[config.mk]
export PLATFORM = sky130hd
export DESIGN_NAME = watch_set_ctrl
export DESIGN_NICKNAME = d
export VERILOG_FILES = /design/src/rtl/watch_pkg.sv /design/src/rtl/btn_edge_detect.sv /design/src/rtl/watch_set_ctrl.sv
export SDC_FILE = /design/constraint.sdc
export NUM_CORES = 1
export LEC_CHECK = 0
export ABC_AREA = 1
export CAP_MARGIN = 20
export CORE_MARGIN = 2
export CORE_UTILIZATION = 55
export DETAILED_ROUTE_END_ITERATION = 12
export PLACE_DENSITY = 0.76
export SYNTH_ARGS = -nofsm -noshare
export SYNTH_HDL_FRONTEND = slang
export SYNTH_SLANG_ARGS = --single-unit
export TNS_END_PERCENT = 5
[constraint.sdc]
create_clock -name clk -period 2.55 [get_ports clk]
set_clock_uncertainty 0.1 [all_clocks]
set_input_delay 0.51 -clock clk [delete_from_list [all_inputs] [get_ports clk]]
set_output_delay 0.51 -clock clk [all_outputs]
set_load 0.005 [all_outputs]
[src/rtl/watch_pkg.sv]
// rtl/watch_pkg.sv - shared types and constants for the watch set-mode controller
package watch_pkg;

  typedef enum logic [1:0] {
    RUN,
    SET_IDLE,
    SET_DELAY,
    SET_REPEAT
  } state_t;

  localparam int FIELD_HOUR = 3;
  localparam int FIELD_MIN  = 2;
  localparam int FIELD_SEC  = 1;
  localparam int FIELD_MSEC = 0;

  localparam int GUARD_CYCLES = 2;

  // bit positions of the buttons in the packed button vector
  localparam int BTN_D    = 0;
  localparam int BTN_U    = 1;
  localparam int BTN_L    = 2;
  localparam int BTN_NEXT = 3;
  localparam int BTN_MODE = 4;
  localparam int NUM_BTNS = 5;

  function automatic int max3(input int a, input int b, input int c);
    int m;
    m = (a > b) ? a : b;
    return (m > c) ? m : c;
  endfunction

endpackage

[src/rtl/btn_edge_detect.sv]
// rtl/btn_edge_detect.sv - one-register rising-edge detector for a debounced button
module btn_edge_detect (
  input  logic clk,
  input  logic rst,
  input  logic level,
  output logic rise
);

  logic prev;

  always_ff @(posedge clk or negedge rst) begin
    if (!rst) prev <= 1'b0;
    else      prev <= level;
  end

  assign rise = level & ~prev;

endmodule

[src/rtl/watch_set_ctrl.sv]
// rtl/watch_set_ctrl.sv - set-mode FSM driving the digit counters' en/inc/dec/clear strobes
module watch_set_ctrl
  import watch_pkg::*;
#(
  parameter int NUM_FIELDS   = 4,
  parameter int REPEAT_DELAY = 500,
  parameter int REPEAT_RATE  = 100,
  parameter int BLINK_TICKS  = 250
) (
  input  logic                  clk,
  input  logic                  rst,
  input  logic                  i_tick,
  input  logic                  btn_mode,
  input  logic                  btn_next,
  input  logic                  btn_l,
  input  logic                  btn_u,
  input  logic                  btn_d,
  output logic                  o_set_mode,
  output logic [NUM_FIELDS-1:0] o_en,
  output logic                  o_inc,
  output logic                  o_dec,
  output logic                  o_clear,
  output logic                  o_blink
);

  localparam int CNT_MAX = max3(REPEAT_DELAY, REPEAT_RATE, BLINK_TICKS);
  localparam int CW      = $clog2(CNT_MAX + 1);
  localparam logic [CW-1:0] SAT_V   = CW'(CNT_MAX);
  localparam logic [CW-1:0] DELAY_V = CW'(REPEAT_DELAY);
  localparam logic [CW-1:0] RATE_V  = CW'(REPEAT_RATE);
  localparam logic [CW-1:0] BLINK_V = CW'(BLINK_TICKS);
  localparam logic [NUM_FIELDS-1:0] EN_TOP = {1'b1, {(NUM_FIELDS-1){1'b0}}};

  logic [NUM_BTNS-1:0] btn_lvl, rise;
  assign btn_lvl = {btn_mode, btn_next, btn_l, btn_u, btn_d};

  for (genvar i = 0; i < NUM_BTNS; i++) begin : g_edge
    btn_edge_detect u_edge (.clk(clk), .rst(rst), .level(btn_lvl[i]), .rise(rise[i]));
  end

  state_t                state_q, state_n;
  logic [NUM_FIELDS-1:0] en_q, en_n;
  logic                  inc_q, inc_n, dec_q, dec_n, clr_q, clr_n;
  logic                  blink_q, blink_n;
  logic                  held_dn_q, held_dn_n;
  logic [1:0]            guard_q, guard_n;
  logic [CW-1:0]         rep_q, rep_n, blk_q, blk_n;
  logic [CW-1:0]         rep_inc, blk_inc, rep_target;
  logic                  held_lvl;

  assign rep_inc    = (rep_q == SAT_V) ? rep_q : rep_q + 1'b1;
  assign blk_inc    = (blk_q == SAT_V) ? blk_q : blk_q + 1'b1;
  assign rep_target = (state_q == SET_DELAY) ? DELAY_V : RATE_V;
  assign held_lvl   = held_dn_q ? btn_d : btn_u;

  always_ff @(posedge clk or negedge rst) begin
    if (!rst) begin
      state_q   <= RUN;
      en_q      <= '0;
      inc_q     <= 1'b0;
      dec_q     <= 1'b0;
      clr_q     <= 1'b0;
      blink_q   <= 1'b1;
      held_dn_q <= 1'b0;
      guard_q   <= '0;
      rep_q     <= '0;
      blk_q     <= '0;
    end else begin
      state_q   <= state_n;
      en_q      <= en_n;
      inc_q     <= inc_n;
      dec_q     <= dec_n;
      clr_q     <= clr_n;
      blink_q   <= blink_n;
      held_dn_q <= held_dn_n;
      guard_q   <= guard_n;
      rep_q     <= rep_n;
      blk_q     <= blk_n;
    end
  end

  always_comb begin
    state_n   = state_q;
    en_n      = en_q;
    inc_n     = 1'b0;
    dec_n     = 1'b0;
    clr_n     = 1'b0;
    blink_n   = blink_q;
    held_dn_n = held_dn_q;
    guard_n   = guard_q;
    rep_n     = rep_q;
    blk_n     = blk_q;
    if (state_q == RUN) begin
      en_n    = '0;
      blink_n = 1'b1;
      guard_n = '0;
      rep_n   = '0;
      blk_n   = '0;
      if (rise[BTN_MODE]) begin
        state_n = SET_IDLE;
        en_n    = EN_TOP;
        guard_n = 2'(GUARD_CYCLES);
      end
    end else begin
      if (i_tick) begin
        if (blk_inc == BLINK_V) begin
          blink_n = ~blink_q;
          blk_n   = '0;
        end else begin
          blk_n = blk_inc;
        end
      end
      if (rise[BTN_MODE]) begin
        state_n = RUN;
        en_n    = '0;
        blink_n = 1'b1;
        guard_n = '0;
        rep_n   = '0;
        blk_n   = '0;
      end else if (rise[BTN_NEXT]) begin
        // a field change also cancels any hold in progress
        state_n = SET_IDLE;
        en_n    = {en_q[0], en_q[NUM_FIELDS-1:1]};
        guard_n = 2'(GUARD_CYCLES);
        rep_n   = '0;
      end else if (guard_q != '0) begin
        guard_n = guard_q - 1'b1;
      end else if (state_q == SET_IDLE) begin
        if (rise[BTN_L]) begin
          clr_n = 1'b1;
        end else if (rise[BTN_U] && !btn_d) begin
          inc_n     = 1'b1;
          held_dn_n = 1'b0;
          rep_n     = '0;
          state_n   = SET_DELAY;
        end else if (rise[BTN_D] && !btn_u) begin
          dec_n     = 1'b1;
          held_dn_n = 1'b1;
          rep_n     = '0;
          state_n   = SET_DELAY;
        end
      end else begin
        if (!held_lvl || (btn_u && btn_d)) begin
          state_n = SET_IDLE;
        end else if (rise[BTN_L]) begin
          clr_n = 1'b1;
        end else if (i_tick) begin
          if (rep_inc == rep_target) begin
            inc_n   = ~held_dn_q;
            dec_n   = held_dn_q;
            rep_n   = '0;
            state_n = SET_REPEAT;
          end else begin
            rep_n = rep_inc;
          end
        end
      end
    end
  end

  assign o_set_mode = (state_q != RUN);
  assign o_en       = en_q;
  assign o_inc      = inc_q;
  assign o_dec      = dec_q;
  assign o_clear    = clr_q;
  assign o_blink    = blink_q;

endmodule

==> run summary, run 1 <==
Port bufs: 16
Starting Density: 0.5862
Cell variety after synth: 33
Final hold vios: 0
Flop pwr share: 0.381
CP top delay family: simple AND/OR/NAND/NOR gates
Setup ws final: 0.4150 ns
CTS tree: built
Most numerous cell in the Yosys netlist: nand2_1
Kind of end point of the critical path: register
Cell Count Post-Placement: 346
Required time worst endpoint: 2.66 ns
Vias in the first global route: 1720
Commonest cells post-synth: nand2_1 (69), inv_1 (41), dfrtp_1 (35)
Layout cells sized above 1: 0.1307
Inserted Diodes: 0
Vias per cell: 5.232
DR vias: 1852
Syn. warnings: 0
Slew Viols, Final: 0
First-pass GRT wire length: 7797 um
Congestion Overflow GR: 0
WS Path Type: input port to register
Final WL: 4369 um
ANT nets after route: 0
Hold Path Origin: o_blink
Pint: 1.190 mW
Crit path cell chain: clkdlybuf4s50_1 -> nand2_2 -> nand2_2 -> inv_1 -> nand2_1 -> nor2_1 -> a21oi_2 -> nand2_2 -> nor3_4 -> nand2_2 -> o22ai_1
Peak supply drop: 0.0005702 V
Final setup violation count: 0
RSZ-0062 raised after global routing: no
Outcome: finished clean
Later-pin clock latency in the skew report: 0.29 ns
GRT Overall Usage: 0.2305
Die X: 67.17 um
FMAX: 468.4 MHz
Post-Syn Area: 2195 um2
Minimum hold slack: 0.3893 ns
Syn_nets: 296
Leakage power: 1.191 nW
Slew margin rel.: 0.7125
EDFF count, synth: 0
Total of max-cap violations: 0
Final cell count without fillers: 354
Syn Inst Count: 282
Die area: 4511 um2
TritonRoute pass-1 iters: 4
H-tree depth: 2
CP Launch Type: input port
Hpwl dp: 3341 um
Minimum clock period: 2.135 ns
Power Density: 754.5 nW/um2
Mean Syn Cell Area: 7.782 um2
Die height: 67.17 um
Ports: 17
Cell mode on critical path: nand2_2
Clock power share: 0.262
Hold_buf cts: 0
Yosys top cell area share: 0.3991
Post_cts resized: 0
Most Used Layer, Global Route: met2
Pin count of the biggest net entering global routing: 37
GR met2 Demand/Resource: 0.3614
Main area contributors after synthesis: dfrtp_1 (40%), nand2_1 (12%), inv_1 (7.0%), nand3_1 (5.9%), nor2_1 (3.8%)
Ys flop type: dfrtp_1
Sw Ratio: 0.3737
Worst slack, placed: 0.1706 ns
Max Root-Sink Buffers: 2
Met1 Use GR: 0.3148
Aggregate negative setup slack: 0 ns
Initial antenna violation count: 0
Root Buffer: clkbuf_8
GRT met3 Usage: 0.05333
R2r startpoint: rep_q[0]
Nets: 319
Crit Path Max Fanout: 6
Tot Pwr: 1.900 mW
Hold Path Class: register to register
Area after DPL: 2411 um2
Initial DRC Count: 113
Postcts setup bufs: 0
# fillers: 318
Design area: 2519 um2
Worst-path clk slew: 0.07 ns
Area leader, netlist: dfrtp_1
Seq/Total Area, Yosys: 0.4111
DR WL/cell: 12.34 um
GPL Wtd Cong: 0.8542
DRC: 0
Buf+Inv Stages, Crit Path: 2
Tcrit/Tclk final: 0.8373
Area growth syn-to-layout: 14.77%
Row cnt: 22
Final core utilization: 0.6728
Critical path's slowest cell: clkdlybuf4s50_1
Ys async rst share: 1.000
Max stage delay on crit path: 0.51 ns
Worst Tran Pin Value: 0.4312 ns
CTS sink count: 36
Switch Pwr: 0.7101 mW
Arr. time, crit path: 2.25 ns
#FFs+latches synth: 36
Combinational share of power: 0.356
Critical Path Start: btn_mode
CTS buffer count: 5
Core area: 3744 um2
## routing by layer
| metal | share of wire | vias to the layer above | wire, um |
|---|---|---|---|
| li1 | - | 949 | - |
| met1 | 0.46 | 854 | 2006 |
| met2 | 0.48 | 44 | 2080 |
| met3 | 0.052 | 5 | 228 |
| met4 | 0.013 | 0 | 55 |
| met5 | 0 | - | 0 |
## area by class of cell
cell class	count	area, um2	share of cell area
multi-input cells	199	1109	0.4401
clock buffers	6	72.57	0.02881
inverters	46	172.7	0.06855
well taps	48	60.06	0.02384
repair buffers	17	167.7	0.06657
flip-flops and latches	36	902.1	0.3582
clock inverters	2	35.03	0.01391
## logic make-up after synthesis
logic type / count (synthesis) / share of synthesized area
AO/OA/AOI/OAI: 32 / 0.08951
XOR/XNOR: 11 / 0.04733
adder cells (fa/ha/maj): 6 / 0.03421
buffers and inverters: 47 / 0.08381
flip-flops: 36 / 0.4111
AND/OR/NAND/NOR: 150 / 0.3341
## cell usage in the layout, fill, tap and decap left out, types with 2 or more instances in the layout
cell	netlist	layout
nand4_1	6	6
nand3_2	2	2
clkdlybuf4s50_1	0	16
dfrtp_1	35	35
nor2_2	2	2
inv_2	5	5
ha_1	6	6
clkbuf_8	0	5
nor2_4	5	5
inv_1	41	41
nand3_1	26	26
a21oi_1	6	6
o22ai_1	6	6
o21ai_0	13	13
xor2_1	9	9
nand2_2	9	9
nor2_1	22	22
nor3_1	4	4
nand2_1	69	69
## path summary, 6_finish.rpt
path | endpoint | slack (ns) | cells after the start
worst max-delay path | rep_q[1] | 0.41 | 11
worst min-delay path | o_blink | 0.39 | 2
worst max register to register | state_q[1] | 0.46 | 12
worst min register to register | o_blink | 0.39 | 2
max in group asynchronous | o_blink | 1.48 | 2
min in group asynchronous | rep_q[8] | 0.54 | 2
## tightest hold or removal path, cell delays in order (launching register included)
cell and delay [ns]:
dfstp_2 0.38, nand2_1 0.06, nand2_1 0.05
## state kept, by name (all words and copies together) (netlist names)
name                cells
held_dn_q               1
blk_q                   9
guard_q                 2
g_edge.u_edge.prev      5
o_inc                   1
o_dec                   1
state_q                 2
o_clear                 1
o_blink                 1
o_en                    4
rep_q                   9
## power by group through the flow
stage | Clock [mW] | Combinational, mW | Sequential (mW)
floorplan | 0 | 0.480 | 0.724
global placement | 0 | 0.656 | 0.733
detailed placement | 0 | 0.672 | 0.736
CTS | 0.507 | 0.680 | 0.726
global route | 0.534 | 0.775 | 0.734
finish | 0.498 | 0.677 | 0.725
No activity file was read; power rests on OpenSTA's default activity.
==> inputs of run 2 (changes only) <==
==> constraint.sdc (replaced) <==
create_clock -name clk -period 2 [get_ports clk]
set_clock_uncertainty 0.1 [all_clocks]
set_input_delay 0.4 -clock clk [delete_from_list [all_inputs] [get_ports clk]]
set_output_delay 0.4 -clock clk [all_outputs]
set_load 0.005 [all_outputs]
==> run 2 against run 1 <==
Effect of this change:
- the flow now finishes with violations (setup timing)
- sequential share of layout area fell by 4.4 points
- non-clock buffer count up 34
- design area increased by 15%
- die area stayed put
- setup slack lost 0.44 ns
- via count grew 8.0%
- combinational power rose by 58%
- clock-buffer cell count up 2
- global-route usage rose by 0.36 points
- cell count up 9.6%
- highest routed layer unchanged
- utilization rose by 10 points
- first-iteration DRC count is 8.0% higher
==> run summary, run 2 (synthesized netlist as in run 1, its figures left out) <==
RSZ-0062 raised after global routing: yes
Tcrit/Tclk final: 1.011
CTS buffer count: 5
Total of max-cap violations: 0
Die height: 67.17 um
Hold Path Class: input port to register
Slew margin rel.: 0.7084
GRT Overall Usage: 0.2341
Area growth syn-to-layout: 32.15%
Pin count of the biggest net entering global routing: 37
Root Buffer: clkbuf_8
DR vias: 2001
Worst Tran Pin Value: 0.4374 ns
Die area: 4511 um2
Power Density: 886.0 nW/um2
CTS sink count: 36
Row cnt: 22
Starting Density: 0.5862
Biggest regs: blk_q (9), rep_q (9), g_edge.u_edge.prev (5)
TritonRoute pass-1 iters: 4
Failing checks: setup timing
Tot Pwr: 2.570 mW
Final setup violation count: 3
Inserted Diodes: 0
Vias in the first global route: 1896
Minimum hold slack: 0.1734 ns
Area after DPL: 2606 um2
Core area: 3744 um2
Max Root-Sink Buffers: 2
Nets: 353
Later-pin clock latency in the skew report: 0.28 ns
H-tree depth: 2
Minimum clock period: 2.023 ns
Crit path cell chain: ha_4 -> nand3_1 -> xor2_1 -> buf_4 -> inv_1 -> nand3_1 -> nand2_2 -> nand3_4 -> nand2_2 -> o22ai_1
Setup ws final: -0.02278 ns
Port bufs: 16
Final cell count without fillers: 388
Critical path's slowest cell: dfrtp_2
Design area: 2900 um2
WS Path Type: register to register
Congestion Overflow GR: 0
Final hold vios: 0
Final WL: 4780 um
DR WL/cell: 12.32 um
FMAX: 494.4 MHz
Initial DRC Count: 122
Arr. time, crit path: 2.11 ns
Ports: 17
Kind of end point of the critical path: register
Hpwl dp: 3459 um
Initial antenna violation count: 0
Cell Count Post-Placement: 372
Die X: 67.17 um
Slew Viols, Final: 0
Hold_buf cts: 0
Max stage delay on crit path: 0.45 ns
Layout cells sized above 1: 0.3000
Worst-path clk slew: 0.07 ns
CP Launch Type: register
Most frequent cells in the layout: nand2_1 (64), inv_1 (39), buf_4 (35), dfrtp_1 (28), nand3_1 (24)
Peak supply drop: 0.0006095 V
Crit Path Max Fanout: 7
Leakage power: 1.371 nW
CTS tree: built
Vias per cell: 5.157
Outcome: finished with violations
Required time worst endpoint: 2.09 ns
ANT nets after route: 0
GPL Wtd Cong: 0.8980
Most common cell after layout, fill and taps aside: nand2_1
First-pass GRT wire length: 8017 um
DRC: 0
Worst slack, placed: -0.1744 ns
# fillers: 262
run 2: critical path, delay by kind of cell (launching register included):
family                   cells  cell delay (ns)
AO/OA/AOI/OAI                1             0.17
XOR/XNOR                     1             0.30
adder cells (fa/ha/maj)      1             0.19
buffers and inverters        2             0.21
flip-flops                   1             0.45
AND/OR/NAND/NOR              5             0.50
run 2: path summary, 6_finish.rpt:
path	from	end	slack (ns)	cells after the start
worst max-delay path	rep_q[0]	rep_q[0]	-0.02	10
worst min-delay path	btn_next	g_edge[3].u_edge.prev	0.17	1
worst max register to register	rep_q[0]	rep_q[0]	-0.02	10
worst min register to register	o_blink	o_blink	0.38	2
max in group asynchronous	rst	o_blink	1.04	2
min in group asynchronous	rst	held_dn_q	0.43	2
run 2: area by class of cell:
type / count / area [um2] / share of cell area
multi-input cells: 199 / 1224 / 0.4219
flip-flops and latches: 36 / 910.9 / 0.3141
repair buffers: 51 / 430.4 / 0.1484
inverters: 46 / 175.2 / 0.06040
clock buffers: 8 / 100.1 / 0.03451
well taps: 48 / 60.06 / 0.02071
run 2: metal layers:
| layer | track usage | part of all wire |
|---|---|---|
| met3 | 0.05333 | 0.043 |
| met1 | 0.3069 | 0.45 |
| met2 | 0.3800 | 0.50 |
| met5 | 0 | 0 |
| met4 | 0.08673 | 0.0056 |
run 2: where the power goes:
part,internal (mW),switching (mW),total (mW),leakage (nW)
clock,0.314,0.242,0.556,0.0515
sequential,0.837,0.110,0.948,0.468
combinational,0.465,0.600,1.07,0.852
total,1.62,0.953,2.57,1.37
run 2: stage by stage:
stage,utilization,TNS (ns)
6_report,0.7747,-0.04316
2_1_floorplan,-,0
5_1_grt,0.7747,-0.6149
3_5_place_dp,0.6962,-1.493
4_1_cts,0.7243,0
3_3_place_gp,0.6962,-1.083
run 2: repair_timing:
action / 4_1_cts / 5_1_grt
pin swaps: 0 / 27
hold endpoints to repair: 0 / 0
cloned: 0 / 0
resized for setup: 2 / 37
setup endpoints to repair: 2 / 23
buffers inserted: 0 / 8
==> inputs of run 3 (changes only) <==
--- a/config.mk
+++ b/config.mk
@@ -8,9 +8,8 @@
 export ABC_AREA = 1
 export CAP_MARGIN = 20
 export CORE_MARGIN = 2
-export CORE_UTILIZATION = 55
+export CORE_UTILIZATION = 35
 export DETAILED_ROUTE_END_ITERATION = 12
-export PLACE_DENSITY = 0.76
 export SYNTH_ARGS = -nofsm -noshare
 export SYNTH_HDL_FRONTEND = slang
 export SYNTH_SLANG_ARGS = --single-unit
==> run 3 against run 2 <==
Effect of this change:
- the run now ends clean
- register-to-register slack improved by 0.06 ns
- combinational power about the same
- fmax increased by 2.9%
- first-iteration DRC count decreased by 60%
- die area increased by 53%
- critical path type is now register to output pin
- largest power group unchanged
==> run summary, run 3 (synthesized netlist as in run 1, its figures left out) <==
Buf+Inv Stages, Crit Path: 2
Max stage delay on crit path: 0.45 ns
Initial antenna violation count: 0
Peak supply drop: 0.0004846 V
Vias in the first global route: 1921
Final hold vios: 0
Layout cells sized above 1: 0.2802
Die area: 6920 um2
Sequential Area: 908.4 um2
Ports: 17
Final WL: 4748 um
GRT Overall Usage: 0.1454
Area growth syn-to-layout: 32.10%
TritonRoute pass-1 iters: 4
ANT nets after route: 0
Most frequent cells in the layout: nand2_1 (63), inv_1 (40), buf_4 (33), dfrtp_1 (30), nand3_1 (23)
Nets: 353
Core area: 5991 um2
Die X: 83.19 um
Kind of end point of the critical path: output pin
CP Launch Type: register
Leakage power: 1.360 nW
Root Buffer: clkbuf_8
WS Path Type: register to output pin
Inserted Diodes: 0
CP top delay family: buffers and inverters
Port bufs: 16
Arr. time, crit path: 1.47 ns
Met1 WL: 2307 um
Hpwl dp: 3707 um
Crit Path Max Fanout: 5
Power Density: 874.6 nW/um2
Slew Viols, Final: 0
DR vias: 1938
Slew margin rel.: 0.7088
CTS tree: built
Biggest regs: blk_q (9), rep_q (9), g_edge.u_edge.prev (5)
Met3 wire length: 126 um
RSZ-0062 raised after global routing: yes
Worst-path clk slew: 0.07 ns
Most common cell after layout, fill and taps aside: nand2_1
Area of the multi-input gates: 1192 um2
FMAX: 508.9 MHz
Final setup violation count: 0
Hold Path Class: register to register
DR top layer: met4
CTS sink count: 36
Critical path's slowest cell: dfrtp_1
Required time worst endpoint: 1.50 ns
Minimum clock period: 1.965 ns
Aggregate negative setup slack: 0 ns
Congestion Overflow GR: 0
First-pass GRT wire length: 8335 um
CTS buffer count: 5
Tot Pwr: 2.535 mW
Initial DRC Count: 49
Worst Tran Pin Value: 0.4368 ns
Crit path cell chain: nor2_4 -> inv_2 -> clkdlybuf4s50_1
# fillers: 597
DRC: 0
Pin count of the biggest net entering global routing: 20
Max Root-Sink Buffers: 2
Total of max-cap violations: 0
Met2 wire length: 2262 um
Final cell count without fillers: 414
Starting Density: 0.3663
Row cnt: 28
DR WL/cell: 11.47 um
Vias per cell: 4.681
Cell Count Post-Placement: 399
Outcome: finished clean
H-tree depth: 2
Tcrit/Tclk final: 0.9825
Die height: 83.19 um
GPL Wtd Cong: 0.8209
Later-pin clock latency in the skew report: 0.28 ns
==> run 3: worst paths after layout <==
check | start | endpoint | slack [ns] | cells past startpoint
worst min-delay path | o_blink | o_blink | 0.38 | 2
min in group asynchronous | rst | blk_q[1] | 0.49 | 2
worst min register to register | o_blink | o_blink | 0.38 | 2
max in group asynchronous | rst | o_blink | 0.79 | 3
worst max-delay path | state_q[0] | o_set_mode | 0.03 | 3
worst max register to register | rep_q[1] | state_q[0] | 0.03 | 12
==> run 3: through the flow <==
stage	hold slack, ns	util	cell area, um2	setup slack (ns)
3_3_place_gp	0.2633	0.4419	2648	-0.1095
6_report	0.3774	0.4839	2899	0.03496
3_5_place_dp	0.2668	0.4419	2648	-0.1588
5_1_grt	0.4178	0.4839	2899	-0.08817
2_1_floorplan	0.004409	-	2195	0.1640
4_1_cts	0.3819	0.4649	2785	0.001315
==> run 3: report_power, final <==
group / leakage [nW] / internal [mW] / switching, mW / total [mW]
Sequential: 0.471 / 0.836 / 0.0985 / 0.934
Combinational: 0.839 / 0.466 / 0.586 / 1.05
Clock: 0.0503 / 0.307 / 0.243 / 0.549
Total: 1.36 / 1.61 / 0.927 / 2.54
==> run 3: worst register-to-register path: stages, from the launching register on <==
cell and delay [ns]:
dfrtp_2 0.43, ha_4 0.17, nand2_2 0.06, nor2_4 0.12, nand3_1 0.09, xor2_1 0.22, nand2_1 0.13, nor2_4 0.13
nand3_4 0.14, nand2_4 0.11, nand2_2 0.05, nand2_1 0.06, nand2_1 0.05
==> run 3: timing repair <==
action | 4_1_cts | 5_1_grt
setup buffers | 2 | 5
endpoints found under the setup margin | 3 | 23
endpoints found under the hold margin | 17 | 0
pin swaps | 1 | 18
hold buffers | 1 | 0
gates resized for setup | 4 | 22
==> run 3: layout make-up <==
cell class,count,share of cell area
Tap cell,75,0.03237
Clock buffer,7,0.03323
Multi-Input combinational cell,199,0.4113
Timing Repair Buffer,51,0.1493
Sequential cell,36,0.3133
Inverter,46,0.06042
==> run 3: layer usage <==
| layer | vias to the layer above | GRT usage |
|---|---|---|
| li1 | 1014 | - |
| met1 | 895 | 0.1890 |
| met2 | 24 | 0.2434 |
| met3 | 5 | 0.02684 |
| met4 | 0 | 0.04918 |
| met5 | - | 0 |
